--- config.mk ---
export PLATFORM = sky130hd
export DESIGN_NAME = pnr_polarity_ctrl
export DESIGN_NICKNAME = d
export VERILOG_FILES = /design/src/rtl/pnr_polarity_ctrl.sv
export SDC_FILE = /design/constraint.sdc
export NUM_CORES = 1
export LEC_CHECK = 0
export BUFFER_PORTS_ARGS = -buffer_cell sky130_fd_sc_hd__buf_2
export CAP_MARGIN = 25
export CORE_MARGIN = 2
export CORE_UTILIZATION = 45
export CTS_CLUSTER_SIZE = 20
export DETAILED_ROUTE_END_ITERATION = 8
export GPL_TIMING_DRIVEN = 0
export PLACE_DENSITY = 0.73
export SLEW_MARGIN = 20
export SYNTH_ARGS = -nofsm -noshare
export SYNTH_HDL_FRONTEND = slang
export SYNTH_SLANG_ARGS = --single-unit
--- constraint.sdc ---
create_clock -name clk_i -period 3.6 [get_ports clk_i]
set_clock_uncertainty 0.2 [all_clocks]
set_input_delay 0.36 -clock clk_i [delete_from_list [all_inputs] [get_ports clk_i]]
set_output_delay 0.36 -clock clk_i [all_outputs]
set_load 0.05 [all_outputs]
--- src/rtl/pnr_polarity_ctrl.sv ---
// pnr_polarity_ctrl: picks the ADC inversion polarity, manually or by measuring signal excursions over a window
module pnr_polarity_ctrl #(
  parameter int          WIN_LOG2 = 10,
  parameter logic [14:0] THRESH   = 15'd512
) (
  input  logic        clk_i,
  input  logic        rstn_i,
  input  logic [13:0] adc_i,
  input  logic [1:0]  mode_i,
  input  logic        cal_start_i,
  input  logic        frame_idle_i,
  output logic        is_inverse_o,
  output logic        cal_busy_o,
  output logic        cal_done_o,
  output logic        cal_fail_o,
  output logic        pending_o,
  output logic [13:0] max_o,
  output logic [13:0] min_o
);
  localparam int SW = 14 + WIN_LOG2;
  typedef enum logic [1:0] {IDLE, MEASURE, DECIDE, COMMIT} state_t;
  state_t state;
  logic [WIN_LOG2-1:0] cnt;
  logic signed [SW-1:0] sum;
  logic signed [13:0] run_max, run_min, sample, mean;
  logic [14:0] pos, neg;
  logic req, auto, mism, fail_now, req_now;
  assign sample = $signed(adc_i);
  assign mean = 14'(sum >>> WIN_LOG2);
  // excursions are never negative, so 15 bits hold the full 14-bit signed span
  assign pos = {run_max[13], run_max} - {mean[13], mean};
  assign neg = {mean[13], mean} - {run_min[13], run_min};
  assign auto = mode_i == 2'b10;
  assign mism = !mode_i[1] && mode_i[0] != is_inverse_o;
  assign fail_now = pos < THRESH && neg < THRESH;
  assign req_now = neg > pos;
  always_ff @(posedge clk_i) begin
    if (!rstn_i) begin
      state <= IDLE;
      is_inverse_o <= 1'b0;
      cal_busy_o <= 1'b0;
      cal_done_o <= 1'b0;
      cal_fail_o <= 1'b0;
      pending_o <= 1'b0;
      max_o <= '0;
      min_o <= '0;
      cnt <= '0;
      sum <= '0;
      run_max <= '0;
      run_min <= '0;
      req <= 1'b0;
    end else begin
      cal_done_o <= 1'b0;
      if (state != IDLE && !auto) begin
        state <= IDLE;
        cal_busy_o <= 1'b0;
        pending_o <= mism;
      end else begin
        case (state)
          IDLE: begin
            if (auto && cal_start_i) begin
              state <= MEASURE;
              cal_busy_o <= 1'b1;
              cal_fail_o <= 1'b0;
              pending_o <= 1'b0;
              cnt <= '0;
              sum <= '0;
              run_max <= '0;
              run_min <= '0;
            end else begin
              if (mism && frame_idle_i) is_inverse_o <= mode_i[0];
              pending_o <= mism && !frame_idle_i;
            end
          end
          MEASURE: begin
            cnt <= cnt + 1'b1;
            sum <= sum + SW'(sample);
            // first sample seeds both extremes so a flat window reads zero excursion
            run_max <= (cnt == '0 || sample > run_max) ? sample : run_max;
            run_min <= (cnt == '0 || sample < run_min) ? sample : run_min;
            if (&cnt) state <= DECIDE;
          end
          DECIDE: begin
            max_o <= run_max;
            min_o <= run_min;
            if (fail_now) begin
              state <= IDLE;
              cal_fail_o <= 1'b1;
              cal_done_o <= 1'b1;
              cal_busy_o <= 1'b0;
            end else begin
              state <= COMMIT;
              req <= req_now;
              pending_o <= req_now != is_inverse_o;
            end
          end
          COMMIT: begin
            if (frame_idle_i) begin
              state <= IDLE;
              is_inverse_o <= req;
              cal_done_o <= 1'b1;
              cal_busy_o <= 1'b0;
              pending_o <= 1'b0;
            end
          end
        endcase
      end
    end
  end
endmodule

# Yosys cells after proc, flatten, opt, wreduce, memory -nomap -nowiden
# Cells that the tools add are included.
# Widths: inputs -> output; s select.
[totals]
reg_bits = 98
wordCells = 104
inputBits = 20
[classes]
n_reduce_logical = 31
order_cmp = 5
eq_ne = 16
addsub = 4
n_mux = 32
bitwise_logic = 3
[ops]
columns = ["cell", "count"]
rows = [
  ["$pmux 14 s2", 2],
  ["$pmux 24 s2", 1],
  ["$mux 14", 3],
  ["$lt 15x10->1 const B", 2],
  ["$sub 14x14->15", 2],
  ["$add 24x14->24", 1],
  ["$mux 24", 1],
  ["$pmux 10 s2", 1],
  ["$ne 2x2->1 const B", 8],
  ["$reduce_and 4->1", 4],
  ["$gt 15x15->1", 1],
  ["$gt 14x14->1", 1],
  ["$lt 14x14->1", 1],
  ["$mux 1", 13],
  ["$reduce_and 3->1", 4],
  ["$add 10x1->10 const B", 1],
  ["$logic_not 10->1", 1],
  ["$mux 10", 1],
  ["$reduce_and 10->1", 1],
  ["$mux 2", 4],
  ["$pmux 2 s4", 1],
  ["$reduce_bool 2->1", 4],
  ["$eq 2x2->1 const B", 3],
  ["$logic_and 1x1->1", 6],
  ["other kinds (14)", 24],
]

# Logic depth before layout (Yosys ltp)
# Gate-level depths: netlist of run 1.
[logic_depth]
depth_word = 6
mapped_depth = 19
ltp_nobuf = 19

# Worst setup path after synthesis of run 1
# Ideal clock, no wire load.
[synth_timing]
path_kind = "register to register"
from = "register sum[10]"
to = "register pending_o"
slack_ns = -0.189
setup_ns = 0.096
stages_incl_launch_ff = 19
t_arrival_ns = 3.493
path_cell_list = "dfxtp_1 -> ha_1 -> inv_1 -> fa_1 -> a211oi_2 -> o211ai_2 -> a31o_2 -> a21oi_1 -> xnor2_1 -> inv_1 -> ha_1 -> and3_1 -> nand3_1 -> o21ai_0 -> nand4_1 -> o211ai_2 -> o22ai_2 -> o21a_1 -> o41ai_2"
[synth_between]
elab_chain_cells = 6
[synth_rtl]
columns = ["item", "line_no", "text"]
rows = [
  ["start: declaration", "24", "logic signed [SW-1:0] sum;"],
  ["start signal: assignment", "77", "sum <= sum + SW'(sample);"],
  ["$sub 14x14->15 (on tied branches)", "32, 31", ""],
  ["$gt 15x15->1", "36", "assign req_now = neg > pos;"],
  ["$ne 1x1->1", "94", "pending_o <= req_now != is_inverse_o;"],
  ["$mux 1", "86", "if (fail_now) begin"],
  ["$pmux 1 s3", "59", "case (state)"],
  ["$mux 1", "54", "if (state != IDLE && !auto) begin"],
  ["end signal: assignment", "57", "pending_o <= mism;"],
  ["end signal: assignment", "72", "pending_o <= mism && !frame_idle_i;"],
  ["end signal: assignment", "94", ""],
  ["end: declaration", "16", "output logic pending_o,"],
]
# Parallel ways exist; a longest one is shown, timed or not. The select of a mux whose other input is x is not followed.
# A chain may end at the register's enable or synchronous reset.

# Worst setup path after layout of run 1
[layout_timing]
from = "register sum[11]"
to = "register pending_o"
# The elaborated chain is that of the path after synthesis.

==> run_results.csv, run 1 <==
group,metric,value,unit
floorplanning,initial_utilization,45.6,%
timing,setup_tns,-0.770,ns
synth,syn_avg_cell_area,8.10,sq um
clock_tree,worstSkewPairLatency,0.36,ns
power,p_leak,3.70,nW
power,switching_share,42.7,%
placed_design,io_buffers,51,
synth,synth-seq-area-share,26.2,%
power,clkPwrFrac,19.5,%
floorplanning,rows,47,
clock_tree,cts_buffers,9,
finish,fin_nets,1132,
timing,tightest_slew,0.728,ns
floorplanning,design.core.area,16400,sq um
placed_design,routabilityCongestion,0.911,
synth,yosys_register_bits,98,
power,p_int,2.79,mW
drt,wl_per_cell,17.0,um
timing,min_period,4.01,ns
floorplanning,dieArea,17700,sq um
setup_path,crit_chain,"inv_1, ha_1, nor2b_1, o31ai_4, a21oi_4, o21a_1, or2_2, ha_1, and3_4, nand3_4, o21ai_4, nand4_1, o211ai_2, o22ai_4, o21a_1, o41ai_2",
synth,ys_types,77,
drt,drc,0,
synth,yosys-top-cells-area,"dfxtp_1 26%, ha_1 16%, a21oi_1 5.1%",
finish,area_growth,16.7,%
finish,antennaDiodeCount,0,
timing,setup_slack,-0.407,ns
timing,hold-worst-slack,0.119,ns
power,finalPower,4.87,mW
timing,setup_violations,2,
worst_hold_path,hp-class,"primary input to flip-flop",
synth,synth_top_cell_area_share,26.2,%
setup_path,cpPeakStageDelay,0.41,ns
synth,synth_ff_type,"dfxtp_1",
timing,final_max_slew_viol_count,0,
clock_tree,cts_tree,"yes",
synth,synth_area_leader_cell,"dfxtp_1",
drt,via_per_inst,5.77,
clock_tree,clk_path_buf_depth,2,
drt,drtPass1Iterations,5,
global_routing,grt_pass1_vias,6570,
synth,netlist_area,7470,sq um
clock_tree,clkSinkCount,98,
placed_design,dp_worst_setup_slack,-0.671,ns
outcome,violations,"setup timing",
synth,yosysWarnings,0,
setup_path,endpoint_kind,"flip-flop",
clock_tree,clk_pin_slew,0.07,ns
setup_path,critPathArrivalTime,4.08,ns
clock_tree,clock-root-buffer,"clkbuf_16",
drt,wl,21100,um
global_routing,antenna_found_initial,0,
floorplanning,ioPinCount,53,
drt,via_count,7136,
run,max_cap_viol_count,0,
placed_design,placed_cells,1194,
timing,rsz0062_at_grt,"yes",
setup_path,crit_type,"flip-flop to flip-flop",
global_routing,grt_util_all_layers,23.4,%
drt,drt-initial-drc-count,470,
synth,synth_commonest_cells,"99 x nand2_1, 98 x dfxtp_1, 98 x ha_1",
drt,drtAntennaViolNets,0,
clock_tree,hold_buffers,0,
timing,hold_viol,0,
finish,layout-drive-gt1-share,15.7,%
synth,syn_nets,1044,
power,irDropWorstVdd,0.000580,V
floorplanning,die_x,133,um
power,power_switching,2.08,mW
synth,synth_most_common_cell,"nand2_1",
synth,ys_async_sr_fraction,0,%
timing,slew_headroom,51.1,%
timing,fmax,0.250,GHz
power,p_per_area,558,nW/um^2
timing,fin_crit_sh,111,%
setup_path,slowest_stage,"o31ai_4",
floorplanning,die_h,133,um
clock_tree,htree_levels,3,
global_routing,grt_max_degree,18,
setup_path,cp.required,3.67,ns
setup_path,start_kind,"flip-flop",
power,pwr-share-comb,56.4,%
finish,fin_cells,1236,
power,power_frac_seq,24.1,%
synth,synth-edff-count,0,
outcome,status,"complete, but fails checks",
synth,synth_cells,923,
global_routing,grt.overflow.total,0,
setup_path,path_max_fanout,4,
global_routing,grt_pass1_wl,32900,um
placed_design,hpwl,15600,um
## final timing paths
check,endpoint,startpoint,slack (ns),depth (start not counted)
max,pending_o,sum[11],-0.41,16
min,cal_done_o,frame_idle_i,0.12,3
min reg2reg,max_o[10],max_o[10],0.25,2
max reg2reg,pending_o,sum[11],-0.41,16
## through the flow
step / utilization [%] / cell area (sq um)
after CTS: 52.1 / 8540
after global routing: 53.2 / 8720
final: 53.2 / 8720
after detailed placement: 48.9 / 8020
after global placement: 48.9 / 8020
after floorplan: - / 7490
## routing by layer
metal  wire, um  global-route usage, %  up-vias  share of wire (%)
met2       9690                   36.8      249                 46
met3       1350                   4.21       47                6.4
met1       9440                   31.7     3366                 45
li1           -                      -     3474                  -
met4        584                   9.98        0                2.8
met5          0                      0        -                  0
## final cells by class
class | count | area (sq um)
fill | 1515 | 7690
multi-input combinational | 722 | 5340
buffer | 31 | 128
timing repair buffer | 77 | 450
clock buffer | 11 | 243
clock inverter | 5 | 37.5
inverter | 72 | 273
sequential | 98 | 1980
tap | 220 | 275
## registers in the layout, summed over array words and instances, names as in the netlist
name          count
state             2
min_o            14
run_min          14
cal_busy_o        1
cnt              10
sum              24
req               1
run_max          14
is_inverse_o      1
cal_fail_o        1
cal_done_o        1
pending_o         1
max_o            14
## cells by family (layout without fill, tap and decap cells)
kind of cell | count (synthesis) | count (layout) | synth area share, %
buf+inv | 103 | 196 | 5.32
xor+xnor | 42 | 42 | 5.22
simple gates | 292 | 292 | 18.3
compound gates | 253 | 253 | 23.2
mux | 34 | 34 | 4.59
flops | 98 | 98 | 26.2
fa+ha+maj | 101 | 101 | 17.2
## power groups by stage
stage / registers (mW) / logic (mW) / clock network [mW]
2_1_floorplan: 1.21 / 1.63 / 0
3_3_place_gp: 1.20 / 2.10 / 0
3_5_place_dp: 1.20 / 2.14 / 0
4_1_cts: 1.17 / 2.34 / 0.969
5_1_grt: 1.18 / 2.94 / 1.01
6_report: 1.17 / 2.75 / 0.947
## layout by cell type, fill, tap and decap left out, types with 11 or more instances in the layout
cell       n
a21o_1    27
a21oi_1   73
a22oi_1   19
and2_1    16
buf_2     51
buf_4     27
clkbuf_1  28
dfxtp_1   89
ha_1      92
inv_1     67
mux2i_1   32
nand2_1   99
nand2b_1  11
nand3_1   21
nand4_1   11
nor2_1    84
o21a_1    16
o21ai_0   28
o21ai_1   12
xnor2_1   20
xor2_1    17
## timing repair
item	4_1_cts	5_1_grt
buffers inserted	13	15
setup endpoints to repair	2	5
gates resized for setup	29	20
pin swaps	20	34
## worst max-delay path: cells and delay by family (launching register included)
family                     cells  cell delay, ns
adders and majority gates      2            0.60
DFF                            1            0.36
and+or+nand+nor                5            0.95
buffers and inverters          1            0.06
AOI/OAI and AO/OA              8            1.74
Power figures use the tool's default switching activity.
==> run 2: changes to the inputs <==
--- a/config.mk
+++ b/config.mk
@@ -5,13 +5,15 @@
 export SDC_FILE = /design/constraint.sdc
 export NUM_CORES = 1
 export LEC_CHECK = 0
-export BUFFER_PORTS_ARGS = -buffer_cell sky130_fd_sc_hd__buf_2
+export BUFFER_PORTS_ARGS = -buffer_cell sky130_fd_sc_hd__buf_4
 export CAP_MARGIN = 25
+export CORE_ASPECT_RATIO = 1.5
 export CORE_MARGIN = 2
 export CORE_UTILIZATION = 45
 export CTS_CLUSTER_SIZE = 20
 export DETAILED_ROUTE_END_ITERATION = 8
 export GPL_TIMING_DRIVEN = 0
+export MAX_ROUTING_LAYER = met4
 export PLACE_DENSITY = 0.73
 export SLEW_MARGIN = 20
 export SYNTH_ARGS = -nofsm -noshare
==> run 2 against run 1 <==
The run still ends with setup timing left. Sequential power about the same. Total power shrank 0.97%. First-iteration DRC count is 25% lower. Setup slack better by 0.047 ns. Critical path depth up 2. Wire length down 3.5%. Utilization is 0.21 points higher. Critical path type unchanged. Largest power group unchanged.
==> run_results.csv, run 2 (synthesis gave the netlist of run 1 again) <==
group,metric,value,unit
drt,drc,0,
worst_hold_path,hold-path-endpoint,"cal_done_o",
floorplanning,die_x,109,um
setup_path,rrSetupSlack,-0.36,ns
setup_path,r2r_cells,18,
worst_hold_path,hp-class,"primary input to flip-flop",
clock_tree,clkSinkCount,98,
setup_path,critPathArrivalTime,4.02,ns
global_routing,antenna_found_initial,0,
setup_path,start_kind,"flip-flop",
finish,fin_nets,1114,
floorplanning,die_h,162,um
floorplanning,initial_utilization,46.0,%
clock_tree,hold_buffers,0,
timing,min_period,3.96,ns
finish,antennaDiodeCount,0,
setup_path,crit_type,"flip-flop to flip-flop",
drt,drtAntennaViolNets,0,
worst_hold_path,hold_path.startpoint,"frame_idle_i",
setup_path,slowest_stage,"fa_2",
global_routing,grt_pass1_vias,6848,
timing,fin_crit_sh,110,%
timing,setup_slack,-0.360,ns
worst_hold_path,hold_path_depth,3,
clock_tree,clock-root-buffer,"clkbuf_16",
timing,setup_violations,2,
clock_tree,cts_tree,"yes",
setup_path,cp.required,3.66,ns
drt,via_per_inst,5.77,
placed_design,placed_cells,1180,
placed_design,placed_area,8130,sq um
drt,wl,20300,um
finish,final_common_cell,"nand2_1",
global_routing,grt_util_all_layers,24.4,%
timing,fmax,0.253,GHz
setup_path,crit_chain,"inv_1, ha_1, inv_1, fa_2, a211oi_4, o21ai_2, a31o_1, a21oi_2, xnor2_2, ha_4, and3_4, a221oi_4, o21ai_4, nand4_1, o211ai_2, o22ai_4, a221oi_2, o41ai_2",
timing,tightest_slew,0.809,ns
run,max_cap_viol_count,0,
setup_path,endpoint_kind,"flip-flop",
finish,post-route-util,53.4,%
floorplanning,design.core.area,16300,sq um
finish,fin_cells,1204,
placed_design,routabilityCongestion,0.916,
placed_design,hpwl,16000,um
global_routing,grt.overflow.total,0,
floorplanning,ioPinCount,53,
global_routing,grt_max_degree,21,
finish,layout-drive-gt1-share,13.9,%
setup_path,cpPeakStageDelay,0.38,ns
power,p_leak,3.63,nW
outcome,status,"complete, but fails checks",
floorplanning,dieArea,17700,sq um
clock_tree,htree_levels,3,
clock_tree,worstSkewPairLatency,0.36,ns
finish,nFillCells,1559,
clock_tree,cts_buffers,9,
timing,final_max_slew_viol_count,0,
drt,drt-initial-drc-count,352,
setup_path,crit_top_cell,"inv_1",
setup_path,reg2reg_from,"sum[10]",
outcome,violations,"setup timing",
setup_path,r2r_end,"pending_o",
finish,largest-register,"sum",
finish,largest_reg_flops,24,
setup_path,path_buf_inv,2,
finish,final_cell_mix,"99 x nand2_1, 94 x ha_1, 91 x dfxtp_1, 84 x nor2_1, 72 x a21oi_1",
power,p_per_area,555,nW/um^2
power,irDropWorstVdd,0.000366,V
timing,rsz0062_at_grt,"yes",
timing,slew_headroom,46.1,%
clock_tree,clk_pin_slew,0.08,ns
timing,hold_viol,0,
drt,via_count,6951,
floorplanning,rows,57,
drt,drtPass1Iterations,6,
global_routing,grt_pass1_wl,32800,um
setup_path,crit_family,"compound AO/OA/AOI/OAI gates",
placed_design,io_buffers,51,
finish,final_area,8680,sq um
drt,wl_per_cell,16.9,um
setup_path,path_max_fanout,4,
finish,area_growth,16.1,%
clock_tree,clk_path_buf_depth,2,
## run 2: report_power, final
group | internal, mW | leakage (nW) | switching [mW]
clock network | 0.499 | 0.149 | 0.504
logic | 1.14 | 2.69 | 1.50
registers | 1.13 | 0.794 | 0.0458
## run 2: final cells by class
class / count / area [sq um] / share of cell area [%]
buffer: 31 / 128 / 1.47
clock buffer: 9 / 225 / 2.60
clock inverter: 7 / 76.3 / 0.880
inverter: 72 / 273 / 3.14
multi-input combinational: 722 / 5300 / 61.1
sequential: 98 / 1980 / 22.8
tap: 206 / 258 / 2.97
timing repair buffer: 59 / 443 / 5.10
## run 2: how the worst max path moves through the flow
stage	depth (start not counted)	start	endpoint
after floorplan	19	run_max[0]	pending_o
after global placement	17	run_min[0]	pending_o
after detailed placement	19	run_max[0]	pending_o
after CTS	19	run_max[0]	pending_o
after global routing	19	run_max[0]	pending_o
final	18	sum[10]	pending_o
## run 2: per-layer routing
metal	up-vias	part of all wire, %	GRT usage (%)
met2	170	52	43.2
met3	58	4.5	3.29
li1	3430	-	-
met5	-	0	-
met4	0	5.2	11.7
met1	3293	39	26.4
## run 2: metrics by stage
stage	setup TNS (ns)	setup WS [ns]	power (mW)	hold slack (ns)
after detailed placement	-1.21	-0.486	3.31	0.252
after global placement	-0.962	-0.467	3.28	0.246
after global routing	-1.01	-0.520	5.11	0.158
final	-0.670	-0.360	4.82	0.106
after CTS	-0.716	-0.377	4.60	0.0980
after floorplan	0	0.00221	2.84	0.236
## run 2: worst min-delay path, cell delays in order
cell,delay (ns)
buf_4,0.10
a22oi_1,0.08
nor2_1,0.08
## run 2: timing repair
action / 4_1_cts / 5_1_grt
gates resized for setup: 21 / 19
setup endpoints to repair: 2 / 4
hold endpoints to repair: 0 / 0
pin swaps: 17 / 18
buffers inserted: 6 / 2
==> run 3: changes to the inputs <==
--- a/config.mk
+++ b/config.mk
@@ -10,11 +10,11 @@
 export CORE_ASPECT_RATIO = 1.5
 export CORE_MARGIN = 2
 export CORE_UTILIZATION = 45
+export CTS_BUF_LIST = sky130_fd_sc_hd__clkbuf_4 sky130_fd_sc_hd__clkbuf_8 sky130_fd_sc_hd__clkbuf_16
 export CTS_CLUSTER_SIZE = 20
 export DETAILED_ROUTE_END_ITERATION = 8
 export GPL_TIMING_DRIVEN = 0
 export MAX_ROUTING_LAYER = met4
-export PLACE_DENSITY = 0.73
 export SLEW_MARGIN = 20
 export SYNTH_ARGS = -nofsm -noshare
 export SYNTH_HDL_FRONTEND = slang
==> run 3 against run 2 <==
The run still ends with setup timing left. Global-route usage grew 0.66 points. Total power decreased by 1.9%. Maximum frequency rose by 1.9%. Clock power down 4%. Wire length increased by 2.9%. Cell area grew 0.39%. Combinational power fell by 2%. Non-clock buffer count grew 5. Critical path type unchanged. Highest routed layer unchanged.
==> run_results.csv, run 3 (synthesis gave the netlist of run 1 again) <==
group,metric,value,unit
clock_tree,clock-root-buffer,"clkbuf_16",
drt,drt-initial-drc-count,351,
drt,routed-wl-met3,553,um
global_routing,antenna_found_initial,0,
clock_tree,hold_buffers,0,
timing,fin_crit_sh,108,%
drt,m1WireLength,8530,um
clock_tree,clk_path_buf_depth,2,
global_routing,grt.overflow.total,0,
finish,area_growth,16.5,%
finish,final_common_cell,"nand2_1",
power,p_leak,3.64,nW
floorplanning,dieArea,17700,sq um
setup_path,crit_top_cell,"inv_2",
clock_tree,htree_levels,3,
timing,rsz0062_at_grt,"yes",
floorplanning,die_x,109,um
global_routing,grt_pass1_vias,6630,
setup_path,path_max_fanout,3,
finish,fin_nets,1119,
timing,fmax,0.257,GHz
drt,drc,0,
global_routing,grt_max_degree,20,
finish,final_cell_mix,"99 x nand2_1, 93 x dfxtp_1, 92 x ha_1, 84 x nor2_1, 72 x a21oi_1",
timing,setup_tns,-0.546,ns
placed_design,dp_worst_setup_slack,-0.665,ns
drt,wl_met2,10700,um
setup_path,slowest_stage,"dfxtp_4",
floorplanning,ioPinCount,53,
placed_design,hpwl,16700,um
timing,tightest_slew,0.683,ns
timing,setup_slack,-0.288,ns
clock_tree,clk_pin_slew,0.08,ns
timing,hold_viol,0,
finish,largest_reg_flops,24,
finish,nFillCells,1640,
setup_path,start_kind,"flip-flop",
drt,top_layer_used,"met4",
outcome,status,"complete, but fails checks",
run,max_cap_viol_count,0,
setup_path,cpPeakStageDelay,0.37,ns
outcome,violations,"setup timing",
floorplanning,design.core.area,16300,sq um
placed_design,io_buffers,51,
setup_path,crit_type,"flip-flop to flip-flop",
clock_tree,cts_tree,"yes",
setup_path,critPathArrivalTime,3.95,ns
drt,via_count,6788,
setup_path,crit_chain,"inv_2, ha_4, inv_2, fa_2, a211oi_4, o211ai_2, a31o_2, a21oi_2, xnor2_2, inv_2, ha_4, and3_4, nand3_4, o21ai_4, nand4_1, o211ai_2, o22ai_4, o21a_1, o41ai_2",
global_routing,grt_pass1_wl,33100,um
global_routing,grt_util_all_layers,25.1,%
setup_path,endpoint_kind,"flip-flop",
finish,largest-register,"sum",
floorplanning,initial_utilization,46.0,%
power,irDropWorstVdd,0.000379,V
setup_path,cp.required,3.66,ns
finish,antennaDiodeCount,0,
timing,final_max_slew_viol_count,0,
power,p_per_area,543,nW/um^2
placed_design,routabilityCongestion,0.861,
finish,layout-drive-gt1-share,14.6,%
worst_hold_path,hp-class,"primary input to flip-flop",
floorplanning,die_h,162,um
floorplanning,rows,57,
clock_tree,cts_buffers,9,
finish,post-route-util,53.6,%
timing,hold-worst-slack,0.107,ns
timing,setup_violations,2,
timing,slew_headroom,54.5,%
drt,wl_per_cell,17.3,um
clock_tree,worstSkewPairLatency,0.36,ns
drt,drtPass1Iterations,5,
timing,min_period,3.89,ns
drt,wl,20900,um
clock_tree,clkSinkCount,98,
drt,drtAntennaViolNets,0,
drt,via_per_inst,5.61,
==> run 3: changes by cell type in the layout (fill, tap and decap cells not counted), moves of 2 or more <==
cell,change
inv_8,-3
dfxtp_2,-4
inv_2,+3
dfxtp_1,+2
inv_1,-3
clkinvlp_4,+2
dfxtp_4,+2
buf_4,+5
clkinv_4,-2
inv_6,+3
ha_1,-2
==> run 3: worst max-delay path: cells and delay by family, from the launching register on <==
family	cells	cell delay (ns)
flip-flops	1	0.37
XOR/XNOR	1	0.14
AND/OR/NAND/NOR	3	0.44
buffers and inverters	3	0.15
adder cells (fa/ha/maj)	3	0.76
AO/OA/AOI/OAI	9	1.73
==> run 3: routing by layer <==
layer  vias up  track usage, %
met5         -               -
met4         0            13.9
met3        49            2.81
met2       120            43.6
met1      3177            27.4
li1       3442               -
==> run 3: final timing paths <==
kind / from / endpoint / slack (ns) / cells after the start
worst max-delay path: run_max[0] / pending_o / -0.29 / 19
worst max register to register: run_max[0] / pending_o / -0.29 / 19
worst min-delay path: frame_idle_i / cal_done_o / 0.11 / 3
worst min register to register: min_o[13] / min_o[13] / 0.26 / 2
==> run 3: metrics by stage <==
stage               power (mW)  cells  area (sq um)
global route              5.08   1209          8710
finish                    4.73   1209          8710
detailed placement        3.38   1180          8130
floorplan                 2.84    923          7490
global placement          3.37   1180          8130
CTS                       4.62   1204          8590
==> run 3: timing repair <==
action | CTS | global route
setup endpoints to repair | 2 | 5
pin swaps | 15 | 17
buffers inserted | 8 | 5
gates resized for setup | 22 | 21
==> run 3: final cells by class <==
type                            count  area (sq um)  area share [%]
Multi-Input combinational cell    722          5300            60.9
Sequential cell                    98          1980            22.7
Timing Repair Buffer               64           480            5.52
Inverter                           72           273            3.13
Tap cell                          206           258            2.96
Clock buffer                        9           225            2.59
Buffer                             31           128            1.47
Clock inverter                      7          66.3           0.761
==> run 3: power by group <==
group          total [mW]  switching, mW  internal [mW]  leakage [nW]
registers            1.17         0.0477           1.12         0.794
clock network       0.960          0.475          0.485         0.136
logic                2.60           1.48           1.12          2.71
